### config.mk
export PLATFORM = sky130hd
export DESIGN_NAME = grf_32x32
export DESIGN_NICKNAME = d
export VERILOG_FILES = /design/src/rtl/mips_pkg.sv /design/src/rtl/grf_wdec.sv /design/src/rtl/grf_32x32.sv
export SDC_FILE = /design/constraint.sdc
export NUM_CORES = 2
export LEC_CHECK = 0
export BUFFER_PORTS_ARGS = -buffer_cell sky130_fd_sc_hd__clkbuf_2
export CAP_MARGIN = 20
export CORE_UTILIZATION = 30
export DETAILED_ROUTE_END_ITERATION = 8
export SLEW_MARGIN = 20
export SYNTH_ARGS = -nofsm -noshare
export SYNTH_HDL_FRONTEND = slang
export SYNTH_SLANG_ARGS = --single-unit
### constraint.sdc
create_clock -name clk -period 3.5 [get_ports clk]
set_input_delay 0.7 -clock clk [delete_from_list [all_inputs] [get_ports clk]]
set_output_delay 0.7 -clock clk [all_outputs]
set_load 0.02 [all_outputs]
### src/rtl/mips_pkg.sv
// Shared MIPS datapath definitions: widths, named register indices and the
// RegDst encodings used by the destination select feeding the register file.
package mips_pkg;
   localparam int DATA_W = 32;
   localparam int ADDR_W = 5;

   localparam logic [ADDR_W-1:0] REG_ZERO = 5'd0;
   localparam logic [ADDR_W-1:0] REG_RA   = 5'd31;

   typedef enum logic [1:0] {
      REGDST_RT = 2'b00,
      REGDST_RD = 2'b01,
      REGDST_RA = 2'b10
   } regdst_e;
endpackage

### src/rtl/grf_wdec.sv
// One-hot write-enable decoder for the register file; $0 is never enabled.
module grf_wdec
   import mips_pkg::*;
#(
   parameter int AW = ADDR_W
) (
   input  logic              we,
   input  logic [AW-1:0]     wa,
   output logic [2**AW-1:0]  en
);
   genvar gi;
   generate
      for (gi = 0; gi < 2**AW; gi++) begin : g_en
         if (gi == int'(REG_ZERO)) begin : g_zero
            assign en[gi] = 1'b0;
         end else begin : g_reg
            assign en[gi] = we && (wa == AW'(gi));
         end
      end
   endgenerate
endmodule

### src/rtl/grf_32x32.sv
// 32x32 MIPS general register file: two combinational read ports, one
// synchronous write port, hardwired $0, optional write-through bypass.
module grf_32x32
   import mips_pkg::*;
#(
   parameter int DW           = DATA_W,
   parameter int AW           = ADDR_W,
   parameter bit WRITE_BYPASS = 1'b1,
   parameter bit TRACE_EN     = 1'b1
) (
   input  logic          clk,
   input  logic          reset,
   input  logic [AW-1:0] ra1,
   input  logic [AW-1:0] ra2,
   output logic [DW-1:0] rd1,
   output logic [DW-1:0] rd2,
   input  logic          we,
   input  logic [AW-1:0] wa,
   input  logic [DW-1:0] wd,
   input  logic [31:0]   pc,
   output logic          trace_valid,
   output logic [31:0]   trace_pc,
   output logic [AW-1:0] trace_wa,
   output logic [DW-1:0] trace_wd
);
   localparam int DEPTH = 2**AW;

   logic [DW-1:0]    regs_reg [DEPTH];
   logic [DEPTH-1:0] en;
   logic             commit;

   grf_wdec #(.AW(AW)) u_wdec (
      .we (we),
      .wa (wa),
      .en (en)
   );

   // Reset wins over a simultaneous write, so the write is neither stored nor traced.
   assign commit = (|en) && !reset;

   always_ff @(posedge clk) begin
      for (int i = 0; i < DEPTH; i++) begin
         if (reset) begin
            regs_reg[i] <= '0;
         end else if (en[i]) begin
            regs_reg[i] <= wd;
         end
      end
   end

   always_comb begin
      rd1 = regs_reg[ra1];
      rd2 = regs_reg[ra2];
      if (WRITE_BYPASS && commit && (wa == ra1)) rd1 = wd;
      if (WRITE_BYPASS && commit && (wa == ra2)) rd2 = wd;
      // $0 may hold X before the first reset; force it here instead.
      if (ra1 == REG_ZERO) rd1 = '0;
      if (ra2 == REG_ZERO) rd2 = '0;
   end

   // Commit record for the trace log, valid during the cycle whose edge commits it.
   assign trace_valid = TRACE_EN && commit;
   assign trace_pc    = pc;
   assign trace_wa    = wa;
   assign trace_wd    = wd;
endmodule

Yosys cells after proc, flatten, opt, wreduce, memory -nomap -nowiden
Memory sizes are Yosys's and may differ from the RTL's.
Index checks and enable logic that the tools add are counted.
W data, S select, Z words.

word-level totals
  word-level logic and storage cells = 233
  memory bits (writable) = 1024
  flip-flop bits (word level) = 0
  memories kept = 1

memories
  name      words  width  read ports  clocked after memory_dff  write ports  line             source
  regs_reg  32     32     2           0                         32           grf_32x32.sv:28  logic [DW-1:0] regs_reg [DEPTH];

cells by class
  multiplexer cells = 130
  bitwise gates (word level) = 31
  equal/unequal tests = 33
  reductions and logical operators = 38

operators by type and width
  cell                  number
  $mux W32              35
  $mux W1               95
  $eq A5 B5 Y1 const B  16
  $eq A5 B4 Y1 const B  8
  $logic_and A1 B1 Y1   34
  $or A1 B1 Y1          31
  $reduce_or A31 Y1     1
  $eq A5 B3 Y1 const B  4
  $eq A5 B2 Y1 const B  2
  $eq A5 B5 Y1          2
  $logic_not A5 Y1      2
  $eq A5 B1 Y1 const B  1
  $logic_not A1 Y1      1

Logic depth before layout (Yosys ltp)
  depth after elaboration = 7
  mapped depth = 10
  mapped depth without buffers = 5

Modules after synthesis
A second synthesis with hierarchy kept.

second synthesis, totals
  cell total of the unflattened synthesis = 4150
  area, all modules = 56574.3 µm²

by module, submodules not included
  module     cells each  area each (µm²)  instances
  grf_32x32  4102        56336.5          1
  grf_wdec   48          237.7            1

Worst setup path before layout
No wires, ideal clock.

  kind = input-to-output
  from = input wa[1]
  to = output rd2[30]
  buffers on the path = 3
  arrival = 2.829 ns
  slack = -0.029 ns
  required time = 2.800 ns
  stages on the path = 8
  path through = buf_2 or2_1 buf_4 o41ai_4 nor4_2 or2_1 buf_2 o311ai_0

between the ends
  word-level cells in the longest chain between the ends = 7

RTL lines
  item                                        line             source
  start, declared                             grf_32x32.sv:18  input logic [AW-1:0] wa,
  $eq A5 B1 Y1, or another cell as far along  grf_wdec.sv:17   assign en[gi] = we && (wa == AW'(gi));
  $logic_and A1 B1 Y1                         grf_wdec.sv:17
  $reduce_or A31 Y1                           grf_32x32.sv:39  assign commit = (|en) && !reset;
  $logic_and A1 B1 Y1                         grf_32x32.sv:39
  $logic_and A1 B1 Y1 *                       grf_32x32.sv:55  if (WRITE_BYPASS && commit && (wa == ra2)) rd2 = wd;
  $mux W32 *                                  grf_32x32.sv:55
  $mux W32 *                                  grf_32x32.sv:58  if (ra2 == REG_ZERO) rd2 = '0;
  end, declared                               grf_32x32.sv:16  output logic [DW-1:0] rd2,

Every way passes the cells marked *; elsewhere a longest branch is shown, timed or not.

Worst setup path after layout
  from = input ra2[1]
  to = output rd2[12]

between the ends
  word-level cells in the longest chain between the ends = 4

RTL lines
  item                                                     line             source
  start, declared                                          grf_32x32.sv:14  input logic [AW-1:0] ra2,
  branches (longest 3 deep; another with $mem_v2 Z32 W32)  --
  $mux W32 *                                               grf_32x32.sv:58

Mark *: on every way between the ends.

==> results.yml <==
run_status:
  status: "finished, violations left"
  violations: "setup timing"
sta:
  fmax_mhz: 277
  setup_viol: 15
  finalHoldViolations: 0
  max-slew-margin-rel_pct: 45.0
  layout_setup_ws_ns: -0.115
  fin_crit_ns: 3.62
  report.final.slew_viol_count: 0
  fin_crit_sh_pct: 103
  rsz0062_at_grt: "yes"
  worst_slew_pin_slew_ns: 0.825
logic_synthesis:
  synth_area_per_cell_um2: 13.6
  ys_seq_elements: 992
  syn_nets: 4103
  ys_dominant_reg_cell: "edfxtp_1"
  ys_seq_area_share_pct: 54.3
  synth_edf_count: 992
  synth.top_cell.area_share_pct: 54.3
  synth_area_leader_cell: "edfxtp_1"
  synth_area_leaders: "edfxtp_1, mux4_2, and2_1"
  synthesis.area_um2: 54900
  synth_cells: 4021
  synthDistinctLibCells: 56
  ys_warn_count: 0
  async_flop_share_pct: 0
global_routing:
  grt_first_pass_wirelength_um: 295000
  grt_usage_pct: 22.3
  first_global_vias: 38600
  antenna_found_initial: 9
  grt.overflow.total: 0
  grt_max_degree: 36
final_layout:
  final_cells: 6832
  layout_common_cells: "and2_1, edfxtp_1, buf_4"
  drive_above_1_share_pct: 35.9
  syn2layout_area_growth_pct: 25.9
  fin_util_pct: 38.1
  nets: 4457
  fillers: 16700
  largest_reg_flops: 992
setup_path:
  end_kind: "output port"
  cp-start-kind: "input port"
  path_delay_family: "buffers and inverters"
  critical_path_buf_inv_count: 6
  worstPathCellList: "buf_16, buf_4, xnor2_1, nand3_2, nor4_4, buf_4, buf_12, nand2_1, o31ai_4, buf_12, buf_12"
  arrival_ns: 2.92
  worst-endpoint-required_ns: 2.80
  slowest_stage: "nor4_4"
  critPathMaxStageDelay_ns: 0.39
  crit_type: "in -> out"
  cp_common_cell: "buf_12"
  crit_path_max_fanout: 33
drt:
  wl_met2_um: 102000
  drcViolationCount: 0
  m1WireLength_um: 77500
  viasPerCell: 5.71
  drt_iter0_drc: 5225
  ant_nets: 0
  drt-total-wl_um: 213000
  dr.pass1.iters: 6
  wl_per_cell_um: 31.2
  highest_layer: "met5"
  vias: 39000
  wl_met3_um: 18800
pwr:
  pwr_density_cell_nw_per_um2: 444
  p_leak_nw: 24.8
  vdd_drop_max_mv: 0.339
clocking:
  cts_tree: "built"
  clkSinkCount: 992
  cts_buffers: 96
  clk_path_buf_depth: 3
  path_clk_slew_ns: 0.07
  cts-root-buf: "clkbuf_16"
  ctsHtreeMaxLevel: 3
die:
  die_h_um: 430
  start_util_pct: 30.3
  dieArea_um2: 185000
  rows: 156
  core_um2: 181000
  ios: 216
  die_x_um: 430
hold_path:
  hold_path.class: "in -> reg"
placement:
  dpl.hpwl_um: 134000
  placed_cells: 6570
  gp_congestion: 0.931
  pre_cts_ws_ns: -0.857
  port-buffer-count: 151
flow_run:
  drv_cap: 0
[per-layer routing]
| layer | GRT usage (%) | vias up |
|---|---|---|
| met1 | 26.8 | 20000 |
| li1 | - | 16000 |
| met4 | 14.6 | 4 |
| met3 | 3.90 | 602 |
| met2 | 36.9 | 2421 |
| met5 | 0 | - |
[final cells by class]
cell class / count / area [um2] / area share (%)
Tap cell: 2370 / 2970 / 4.29
Clock buffer: 114 / 2530 / 3.67
Inverter: 5 / 18.8 / 0.0272
Timing Repair Buffer: 756 / 7830 / 11.3
Sequential cell: 992 / 29800 / 43.1
Multi-Input combinational cell: 2524 / 25200 / 36.4
Clock inverter: 66 / 774 / 1.12
Antenna cell: 5 / 12.5 / 0.0181
[kinds of logic (layout without fill, tap and decap cells)]
| group | after synthesis | count (layout) | synth area share (%) |
|---|---|---|---|
| buf+inv | 505 | 941 | 4.33 |
| mux | 711 | 711 | 20.4 |
| compound gates | 494 | 494 | 6.70 |
| other cells | 0 | 5 | 0 |
| flops | 992 | 992 | 54.3 |
| xor+xnor | 10 | 10 | 0.160 |
| simple gates | 1309 | 1309 | 14.2 |
[cell usage after synthesis, drive strengths merged (30+ instances only)]
library cell    n
nor3           33
a311o          31
mux2i         322
edfxtp        992
mux4          317
a21oi          33
nor2           90
and2          992
nor2b          46
clkbuf        304
a211oi         43
nand2          56
o31ai          42
o21bai         44
buf           196
o22ai         127
mux2           72
a2111oi        43
o221ai         30
[stage by stage]
| step | power [mW] | setup TNS, ns | hold slack, ns | area (um2) |
|---|---|---|---|---|
| finish | 30.7 | -0.471 | 0.433 | 69100 |
| global route | 31.3 | -0.361 | 0.435 | 69100 |
| CTS | 30.4 | -0.859 | 0.377 | 68100 |
| detailed placement | 18.8 | -17.56 | 1.14 | 62100 |
| global placement | 18.8 | -16.67 | 1.14 | 62100 |
| floorplan | 16.6 | 0 | 0.898 | 54900 |
[what timing repair did]
item / 4_1_cts / 5_1_grt
cloned: 13 / 4
hold buffers: 0 / 0
resized for setup: 403 / 180
setup endpoints to repair: 64 / 62
buffers inserted: 54 / 23
pin swaps: 41 / 55
[report_power, final]
part,internal (mW),switching (mW)
logic,2.37,2.95
clock network,6.43,4.83
registers,13.7,0.363
[path summary, 6_finish.rpt]
kind | cells after the start | from | slack [ns] | to
max | 11 | ra2[1] | -0.12 | rd2[12]
min | 2 | wd[8] | 0.43 | regs_reg[3][8]$_SDFFCE_PN0P_
(Power assumes the default switching activity.)
